### config.mk
export PLATFORM = sky130hd
export DESIGN_NAME = dma_ctrl_flat
export DESIGN_NICKNAME = d
export VERILOG_FILES = /design/src/rtl/dma_ctrl_if.sv /design/src/rtl/dma_ctrl.sv /design/src/flat_wrapper.sv
export SDC_FILE = /design/constraint.sdc
export NUM_CORES = 1
export LEC_CHECK = 0
export ABC_AREA = 0
export CAP_MARGIN = 20
export CORE_UTILIZATION = 41
export CTS_BUF_LIST = sky130_fd_sc_hd__clkbuf_4
export DETAILED_ROUTE_END_ITERATION = 10
export GPL_ROUTABILITY_DRIVEN = 0
export PLACE_DENSITY = 0.75
export SLEW_MARGIN = 20
export SYNTH_ARGS = -nofsm -noshare
export SYNTH_HDL_FRONTEND = slang
export SYNTH_SLANG_ARGS = --single-unit
### constraint.sdc
create_clock -name clk -period 4.7 [get_ports clk]
set_clock_uncertainty 0.15 [all_clocks]
set_input_delay 1.41 -clock clk [delete_from_list [all_inputs] [get_ports clk]]
set_output_delay 1.41 -clock clk [all_outputs]
set_load 0.02 [all_outputs]
### src/rtl/dma_ctrl_if.sv
// Bus-side signal bundle for dma_ctrl: slave register port plus master copy port.
// The slave modport is the controller's view; master is the bus fabric's view.
interface dma_ctrl_if #(
  parameter int unsigned ADDR_W = 8,
  parameter int unsigned DATA_W = 32
);
  logic              S_sel;
  logic              S_wr;
  logic [ADDR_W-1:0] S_address;
  logic [DATA_W-1:0] S_din;
  logic [DATA_W-1:0] S_dout;
  logic              M_req;
  logic              M_grant;
  logic              M_wr;
  logic [ADDR_W-1:0] M_address;
  logic [DATA_W-1:0] M_dout;
  logic [DATA_W-1:0] M_din;

  modport slave (
    input  S_sel, S_wr, S_address, S_din, M_grant, M_din,
    output S_dout, M_req, M_wr, M_address, M_dout
  );

  modport master (
    output S_sel, S_wr, S_address, S_din, M_grant, M_din,
    input  S_dout, M_req, M_wr, M_address, M_dout
  );
endinterface

### src/rtl/dma_ctrl.sv
// Single-channel DMA controller: programmed over the slave port, copies words as bus master.
// Define DMAC_INTR_EN to enable the INTR/INTR_EN registers and the interrupt output.
module dma_ctrl #(
  parameter int unsigned ADDR_W = 8,
  parameter int unsigned DATA_W = 32
) (
  input  logic      clk,
  input  logic      reset_n,
  dma_ctrl_if.slave bus,
  output logic      interrupt
);

  typedef enum logic [2:0] {
    StIdle,
    StReq,
    StRead,
    StLatch,
    StWrite,
    StDone
  } state_e;

  localparam logic [3:0] AddrOpstart = 4'h0;
  localparam logic [3:0] AddrIntr    = 4'h1;
  localparam logic [3:0] AddrIntrEn  = 4'h2;
  localparam logic [3:0] AddrSrc     = 4'h3;
  localparam logic [3:0] AddrDest    = 4'h4;
  localparam logic [3:0] AddrSize    = 4'h5;
  localparam logic [3:0] AddrStatus  = 4'h6;

  state_e            state_q, state_d;
  logic [ADDR_W-1:0] src_q, src_d, dst_q, dst_d;
  logic [ADDR_W-1:0] cnt_src_q, cnt_src_d, cnt_dst_q, cnt_dst_d;
  logic [7:0]        size_q, size_d, cnt_rem_q, cnt_rem_d;
  logic [DATA_W-1:0] data_q, data_d;
  logic [DATA_W-1:0] s_dout_q, s_dout_d;
  logic [DATA_W-1:0] rdata;

  logic       wr_en, rd_en, busy, start, set_done;
  logic [3:0] reg_addr;

  logic              m_req, m_wr;
  logic [ADDR_W-1:0] m_address;
  logic [DATA_W-1:0] m_dout;

  assign reg_addr = bus.S_address[3:0];
  assign wr_en    = bus.S_sel & bus.S_wr;
  assign rd_en    = bus.S_sel & ~bus.S_wr;
  assign busy     = (state_q != StIdle);
  // Zero-size starts are dropped here so the FSM never leaves idle for them.
  assign start    = wr_en & ~busy & (reg_addr == AddrOpstart) & bus.S_din[0] & (size_q != 8'd0);

  // Programming registers; locked while a transfer is in flight.
  always_comb begin
    src_d  = src_q;
    dst_d  = dst_q;
    size_d = size_q;
    if (wr_en && !busy) begin
      case (reg_addr)
        AddrSrc:  src_d  = bus.S_din[ADDR_W-1:0];
        AddrDest: dst_d  = bus.S_din[ADDR_W-1:0];
        AddrSize: size_d = bus.S_din[7:0];
        default:  ;
      endcase
    end
  end

`ifdef DMAC_INTR_EN
  logic done_q, done_d, intr_en_q, intr_en_d;

  always_comb begin
    done_d    = done_q;
    intr_en_d = intr_en_q;
    if (wr_en && (reg_addr == AddrIntr) && !bus.S_din[0]) begin
      done_d = 1'b0;
    end
    if (wr_en && (reg_addr == AddrIntrEn)) begin
      intr_en_d = bus.S_din[0];
    end
    // Completion beats a simultaneous software clear.
    if (set_done) begin
      done_d = 1'b1;
    end
  end

  always_ff @(posedge clk) begin
    if (!reset_n) begin
      done_q    <= 1'b0;
      intr_en_q <= 1'b0;
    end else begin
      done_q    <= done_d;
      intr_en_q <= intr_en_d;
    end
  end

  assign interrupt = done_q & intr_en_q;
`else
  assign interrupt = 1'b0;
`endif

  // Transfer FSM and master-port outputs.
  always_comb begin
    state_d   = state_q;
    cnt_src_d = cnt_src_q;
    cnt_dst_d = cnt_dst_q;
    cnt_rem_d = cnt_rem_q;
    data_d    = data_q;
    set_done  = 1'b0;
    m_req     = 1'b0;
    m_wr      = 1'b0;
    m_address = '0;
    m_dout    = '0;
    unique case (state_q)
      StIdle: begin
        if (start) begin
          state_d   = StReq;
          cnt_src_d = src_q;
          cnt_dst_d = dst_q;
          cnt_rem_d = size_q;
        end
      end
      StReq: begin
        m_req = 1'b1;
        if (bus.M_grant) begin
          state_d = StRead;
        end
      end
      StRead: begin
        m_req     = 1'b1;
        m_address = cnt_src_q;
        if (bus.M_grant) begin
          state_d = StLatch;
        end
      end
      StLatch: begin
        m_req = 1'b1;
        if (bus.M_grant) begin
          data_d  = bus.M_din;
          state_d = StWrite;
        end
      end
      StWrite: begin
        m_req     = 1'b1;
        m_wr      = 1'b1;
        m_address = cnt_dst_q;
        m_dout    = data_q;
        if (bus.M_grant) begin
          cnt_src_d = cnt_src_q + 1'b1;
          cnt_dst_d = cnt_dst_q + 1'b1;
          cnt_rem_d = cnt_rem_q - 8'd1;
          state_d   = (cnt_rem_q == 8'd1) ? StDone : StRead;
        end
      end
      StDone: begin
        set_done = 1'b1;
        state_d  = StIdle;
      end
      default: state_d = StIdle;
    endcase
  end

  // Slave read mux; S_dout holds its last value between reads.
  always_comb begin
    rdata = '0;
    case (reg_addr)
`ifdef DMAC_INTR_EN
      AddrIntr:   rdata = DATA_W'(done_q);
      AddrIntrEn: rdata = DATA_W'(intr_en_q);
`endif
      AddrSrc:    rdata = DATA_W'(src_q);
      AddrDest:   rdata = DATA_W'(dst_q);
      AddrSize:   rdata = DATA_W'(size_q);
      AddrStatus: rdata = DATA_W'(busy);
      default:    rdata = '0;
    endcase
    s_dout_d = rd_en ? rdata : s_dout_q;
  end

  always_ff @(posedge clk) begin
    if (!reset_n) begin
      state_q   <= StIdle;
      src_q     <= '0;
      dst_q     <= '0;
      size_q    <= '0;
      cnt_src_q <= '0;
      cnt_dst_q <= '0;
      cnt_rem_q <= '0;
      data_q    <= '0;
      s_dout_q  <= '0;
    end else begin
      state_q   <= state_d;
      src_q     <= src_d;
      dst_q     <= dst_d;
      size_q    <= size_d;
      cnt_src_q <= cnt_src_d;
      cnt_dst_q <= cnt_dst_d;
      cnt_rem_q <= cnt_rem_d;
      data_q    <= data_d;
      s_dout_q  <= s_dout_d;
    end
  end

  assign bus.S_dout    = s_dout_q;
  assign bus.M_req     = m_req;
  assign bus.M_wr      = m_wr;
  assign bus.M_address = m_address;
  assign bus.M_dout    = m_dout;

  logic unused;
`ifdef DMAC_INTR_EN
  assign unused = ^{bus.S_din[DATA_W-1:8], bus.S_address[ADDR_W-1:4]};
`else
  assign unused = ^{bus.S_din[DATA_W-1:8], bus.S_address[ADDR_W-1:4], set_done, AddrIntr,
                    AddrIntrEn};
`endif

endmodule

### src/flat_wrapper.sv
// flat-port wrapper written by rule: the top's interface ports become plain ports
module dma_ctrl_flat 
#(
  parameter int unsigned ADDR_W = 8,
  parameter int unsigned DATA_W = 32
)
  (clk, reset_n, interrupt, bus_S_sel, bus_S_wr, bus_S_address, bus_S_din, bus_M_grant, bus_M_din, bus_S_dout, bus_M_req, bus_M_wr, bus_M_address, bus_M_dout);
  dma_ctrl_if #(.ADDR_W(ADDR_W), .DATA_W(DATA_W)) bus_i ();
  input  logic clk;
  input  logic reset_n;
  output logic interrupt;
  input wire logic [$bits(bus_i.S_sel)-1:0] bus_S_sel;
  input wire logic [$bits(bus_i.S_wr)-1:0] bus_S_wr;
  input wire logic [$bits(bus_i.S_address)-1:0] bus_S_address;
  input wire logic [$bits(bus_i.S_din)-1:0] bus_S_din;
  input wire logic [$bits(bus_i.M_grant)-1:0] bus_M_grant;
  input wire logic [$bits(bus_i.M_din)-1:0] bus_M_din;
  output wire logic [$bits(bus_i.S_dout)-1:0] bus_S_dout;
  output wire logic [$bits(bus_i.M_req)-1:0] bus_M_req;
  output wire logic [$bits(bus_i.M_wr)-1:0] bus_M_wr;
  output wire logic [$bits(bus_i.M_address)-1:0] bus_M_address;
  output wire logic [$bits(bus_i.M_dout)-1:0] bus_M_dout;
  assign bus_i.S_sel = bus_S_sel;
  assign bus_i.S_wr = bus_S_wr;
  assign bus_i.S_address = bus_S_address;
  assign bus_i.S_din = bus_S_din;
  assign bus_i.M_grant = bus_M_grant;
  assign bus_i.M_din = bus_M_din;
  assign bus_S_dout = bus_i.S_dout;
  assign bus_M_req = bus_i.M_req;
  assign bus_M_wr = bus_i.M_wr;
  assign bus_M_address = bus_i.M_address;
  assign bus_M_dout = bus_i.M_dout;
  dma_ctrl #(.ADDR_W(ADDR_W), .DATA_W(DATA_W)) u_core (.clk(clk), .reset_n(reset_n), .bus(bus_i), .interrupt(interrupt));
endmodule
# Word-level counts from Yosys, hierarchy flattened
# Index checks and enable logic that the tools add are counted.
# word_totals
ram_bits,0
output_inout_bits,75
latchBits,0
rom_bits,0
n_memories,0
input_bits,77
reg_bits,115
# classes
n_mux,21
n_div,0
reduce_logical,14
multipliers,0
bitwise_logic,8
eq_ne,14
add_sub_neg,3
shift,0
n_lt_le_gt_ge,0
# ops
operator,n
$pmux W8 S2,4
$mux W8,6
$mux W32,1
$pmux W8 S4,1
$mux W3,6
$add A8 B1 Y8 const B,2
$pmux W3 S5,1
$eq A4 B3 Y1 const B,3
$eq A8 B1 Y1 const B,1
$ne A2 B2 Y1 const B,4
$reduce_and A2 Y1,4
$reduce_bool A8 Y1,1
$sub A8 B1 Y8 const B,1
$and A1 B1 Y1,6
$eq A3 B2 Y1 const B,2
$reduce_and A5 Y1,1
$eq A4 B2 Y1 const B,1
$logic_not A4 Y1,1
$reduce_or A4 Y1,1
$eq A3 B1 Y1 const B,1
$eq A3 B3 Y1 const B,1
$logic_not A3 Y1,1
$reduce_and A3 Y1,1
$reduce_bool A3 Y1,1
other kinds (6),8

# Logic depth before layout (Yosys ltp)
# Gate-level depths: netlist of the first run.
# logic_depth
depth_word,8
depth_mapped,8
depth_no_buf,6

# Worst setup path before layout of the first run
# OpenSTA, ideal clock, no wires.
# synth_timing
kind,register to output
from,register u_core.state_q[2]
to,output port bus_M_address[0]
path_slack_ns,1.663
path_buffers,2
path_stages_with_launch,6
arrival_time_ns,1.477
cell_sequence,dfxtp_1 -> clkbuf_1 -> nor2b_1 -> clkbuf_1 -> a22oi_1 -> nor2_1
# synth_between
elab_chain_len,2
elab_cells_between_ends,3
cone_classes,eq/ne (2); mux (1)
# synth_rtl
item,line_no,rtl
"start, declared",dma_ctrl.sv:30,"state_e state_q, state_d;"
"start signal, assigned",dma_ctrl.sv:180,state_q <= StIdle;
"start signal, assigned",dma_ctrl.sv:190,state_q <= state_d;
$eq A3 B3 Y1 or $eq A3 B2 Y1 (tied branches),dma_ctrl.sv:112,unique case (state_q)
$pmux W8 S2 *,dma_ctrl.sv:112,
"end, declared",flat_wrapper.sv:21,output wire logic [$bits(bus_i.M_address)-1:0] bus_M_address;
# Mark *: on every way between the ends. The rest lies on a longest branch, timed or not.

# Worst setup path in the final report of the first run
# layout_timing
from,register u_core.state_q[1]
to,output port bus_M_address[7]
# The elaborated chain is that of the path after synthesis.

==> results by group, run 1 <==
Drt
  • Vias after detailed routing: 4634
  • Routed Antenna Nets: 0
  • Drt drc: 0
  • Routed wire length per instance: about 15 µm
  • Routed wire length: 12.7 mm
  • Starting DRT DRC Count: between 400 and 500
  • Via density: 5.64
  • DR pass1 iterations: 8

Timing
  • Sum Neg Setup Slack: 0 ns
  • Final Cycle Share: approximately nine tenths
  • Headroom to the max-slew limit: 46.8%
  • FMAX: roughly 0.23 GHz
  • Endpoints failing hold: 0
  • Min Tclk post-route: 4.30 ns
  • Setup Viol. Count Final: 0
  • Slew Limit Fails: 0
  • Slew @ Worst Pin: 0.795 ns
  • Final WS setup: 0.400 ns
  • Unrepaired setup endpoints after global routing: no

Clock network
  • CTS Hold Buffers Added: 0
  • Clock Latency Late Sink: around 0.45 ns
  • Post-CTS Setup Inserts: 0
  • Post_cts resized: 0
  • Root Driver: clkbuf_4
  • Clk slew on worst S/H paths: 0.15 ns
  • Num Clock Sinks: 91
  • Clock buffer depth: 2
  • H-tree depth: 3
  • TritonCTS clock tree: done
  • Number of CTS-inserted buffers: 9

Synthesis
  • Syn_area_per_cell: 7.98 µm²
  • Mapped Cells: 599
  • Top-count cell post-synth: nand2_1
  • Synth async-reset ratio: 0%
  • Synthesized cell area: around 0.0048 mm²
  • Number of synthesized flops with an enable pin: 0
  • Area contributors post-synth: dfxtp_1, nand2_1, mux2i_1
  • Share of the synthesized area in the top cell type: 38.1%
  • Synth Warn #: 0
  • Top_reg_cell synth: dfxtp_1
  • Most instantiated cells after synthesis: nand2_1, dfxtp_1, a21oi_1, nor2_1
  • Post-synthesis sequential area ratio: 38.1%
  • FF+latch count, synth: 91
  • Cell taking the most area after synthesis: dfxtp_1
  • Post-synthesis cell type count: 61

Setup path
  • Crit Path Class: reg -> out
  • FF-to-FF setup slack: around 2.0 ns
  • Critical path peak fanout: 11
  • Critical Path End Type: output pin
  • R2r endpoint: u_core.cnt_dst_q[2]
  • Depth of the worst register-to-register path: 5
  • FF-to-FF Start: u_core.state_q[0]
  • CP arrival: 2.74 ns
  • Worst endpoint required time: 3.14 ns
  • Startpoint class of the critical path: register

Global routing
  • Grt ovf: 0
  • Largest net degree at the start of global routing: 50
  • GRT Util Overall: 20.9%
  • First-pass GRT wire length: 19.7 mm
  • Initial antenna violation count: 0
  • Vias in the first global route: around 4000

Min path
  • Hold path depth: 2
  • Worst hold start: u_core.data_q[22]
  • Worst Hold End: u_core.data_q[22]
  • Tightest Hold Check Type: reg -> reg

Placement
  • Post-DP HPWL: a little under 9 mm
  • Placed cell count: slightly above 800
  • Port Buf Inserts: 98
  • Dpl ws: 0.905 ns

Cells and area
  • Area growth from synthesis to layout: 23.7%
  • Fin cells: 822
  • Fin nets: 755
  • Ant. Diodes: 0
  • Layout cells sized above 1: 6.19%

Floorplan
  • Starting Density: between 40 and 50%
  • IO Pins: 152
  • Core area: 0.0114 mm²
  • Die width: 110 µm
  • Die height: approximately 110 µm
  • Row Count: 39
  • Die ar.: 0.0121 mm²

Pwr
  • Power Total: 1.37 mW
  • Leakage Power: 2.10 nW
  • VDD IR max: 0.181 mV
  • Power Density: roughly 230 mW/mm²

Run status
  • Status: complete, no violations

Job
  • Max-Cap Viols: 0
## through the flow
step	hold slack (ns)	util [%]	instance area, µm²
6_report	0.311	52.0	5910
4_1_cts	0.313	52.0	5910
5_1_grt	0.325	52.0	5910
2_1_floorplan	0.282	-	4870
3_5_place_dp	0.293	50.6	5750
3_3_place_gp	0.288	50.6	5750
## worst max-delay path, cell delays in order (launching register included)
cell	delay [ns]
dfxtp_1	0.59
nor2b_1	0.68
a22oi_1	0.25
nor2_1	0.15
clkdlybuf4s50_1	0.62
## cells by family (layout without fill, tap and decap cells)
| kind of cell | count (synthesis) | after routing | synth area share (%) |
|---|---|---|---|
| xor gates and xnor gates | 2 | 2 | 0.367 |
| buffers and inverters | 76 | 132 | 8.32 |
| adders and majority gates | 4 | 4 | 1.05 |
| and+or+nand+nor | 246 | 246 | 24.6 |
| other | 1 | 25 | 0.0785 |
| muxes | 36 | 36 | 7.62 |
| DFF | 91 | 91 | 38.1 |
| AOI/OAI and AO/OA | 143 | 143 | 19.8 |
## report_power, final
part           internal, mW  total, mW  switching (mW)
registers             0.773      0.775         0.00190
logic                0.0463      0.103          0.0567
clock network         0.223      0.495           0.272
total                  1.04       1.37           0.331
## registers in the layout, indices dropped and copies added (netlist names)
register,flops
u_core.cnt_rem_q,8
u_core.dst_q,8
u_core.cnt_dst_q,8
u_core.data_q,32
u_core.cnt_src_q,8
u_core.src_q,8
u_core.bus.S_dout,8
u_core.size_q,8
u_core.state_q,3
## area by class of cell
| class | count | area [µm²] |
|---|---|---|
| clock inverter | 6 | 88.8 |
| inverter | 5 | 18.8 |
| clock buffer | 10 | 75.1 |
| multi-input combinational | 456 | 2650 |
| sequential | 91 | 1820 |
| timing repair buffer | 111 | 1080 |
| tap | 143 | 179 |
| fill | 1077 | 5460 |
## layer usage
layer	global-route usage, %	vias to the layer above	part of all wire (%)
met5	0	-	0
met4	8.57	0	2.3
met3	4.12	29	6.8
met2	33.7	190	48
met1	27.3	2200	43
li1	-	2215	-
## how the worst max path moves through the flow
| stage | from | slack (ns) | cells past startpoint | end |
|---|---|---|---|---|
| global route | u_core.state_q[1] | 0.25 | 4 | bus_M_address[0] |
| global placement | bus_S_address[1] | 0.96 | 6 | u_core.cnt_rem_q[2] |
| detailed placement | bus_S_address[1] | 0.90 | 6 | u_core.cnt_dst_q[2] |
| finish | u_core.state_q[1] | 0.40 | 4 | bus_M_address[7] |
| CTS | u_core.state_q[1] | 0.45 | 4 | bus_M_address[1] |
| floorplan | u_core.state_q[2] | 1.66 | 5 | bus_M_address[0] |
## cell usage in the layout (no fill, tap or decap), types with 10 or more instances in the layout
| cell | synthesis | routed |
|---|---|---|
| dfxtp_1 | 91 | 91 |
| and3_1 | 35 | 35 |
| nor2_1 | 58 | 57 |
| nand2_1 | 96 | 96 |
| o21ai_0 | 26 | 26 |
| mux2i_1 | 33 | 33 |
| clkbuf_4 | 0 | 10 |
| buf_4 | 25 | 13 |
| nand3_1 | 18 | 18 |
| conb_1 | 1 | 25 |
| clkdlybuf4s50_1 | 0 | 98 |
| a21oi_1 | 58 | 58 |
No activity file was read; power rests on OpenSTA's default activity.
==> run 2: changes to the inputs <==
Settings changed: CTS_CLUSTER_DIAMETER set to 100.
==> results of run 2 <==
Same layout as run 1: the final DEF is identical, and so are final timing and power.
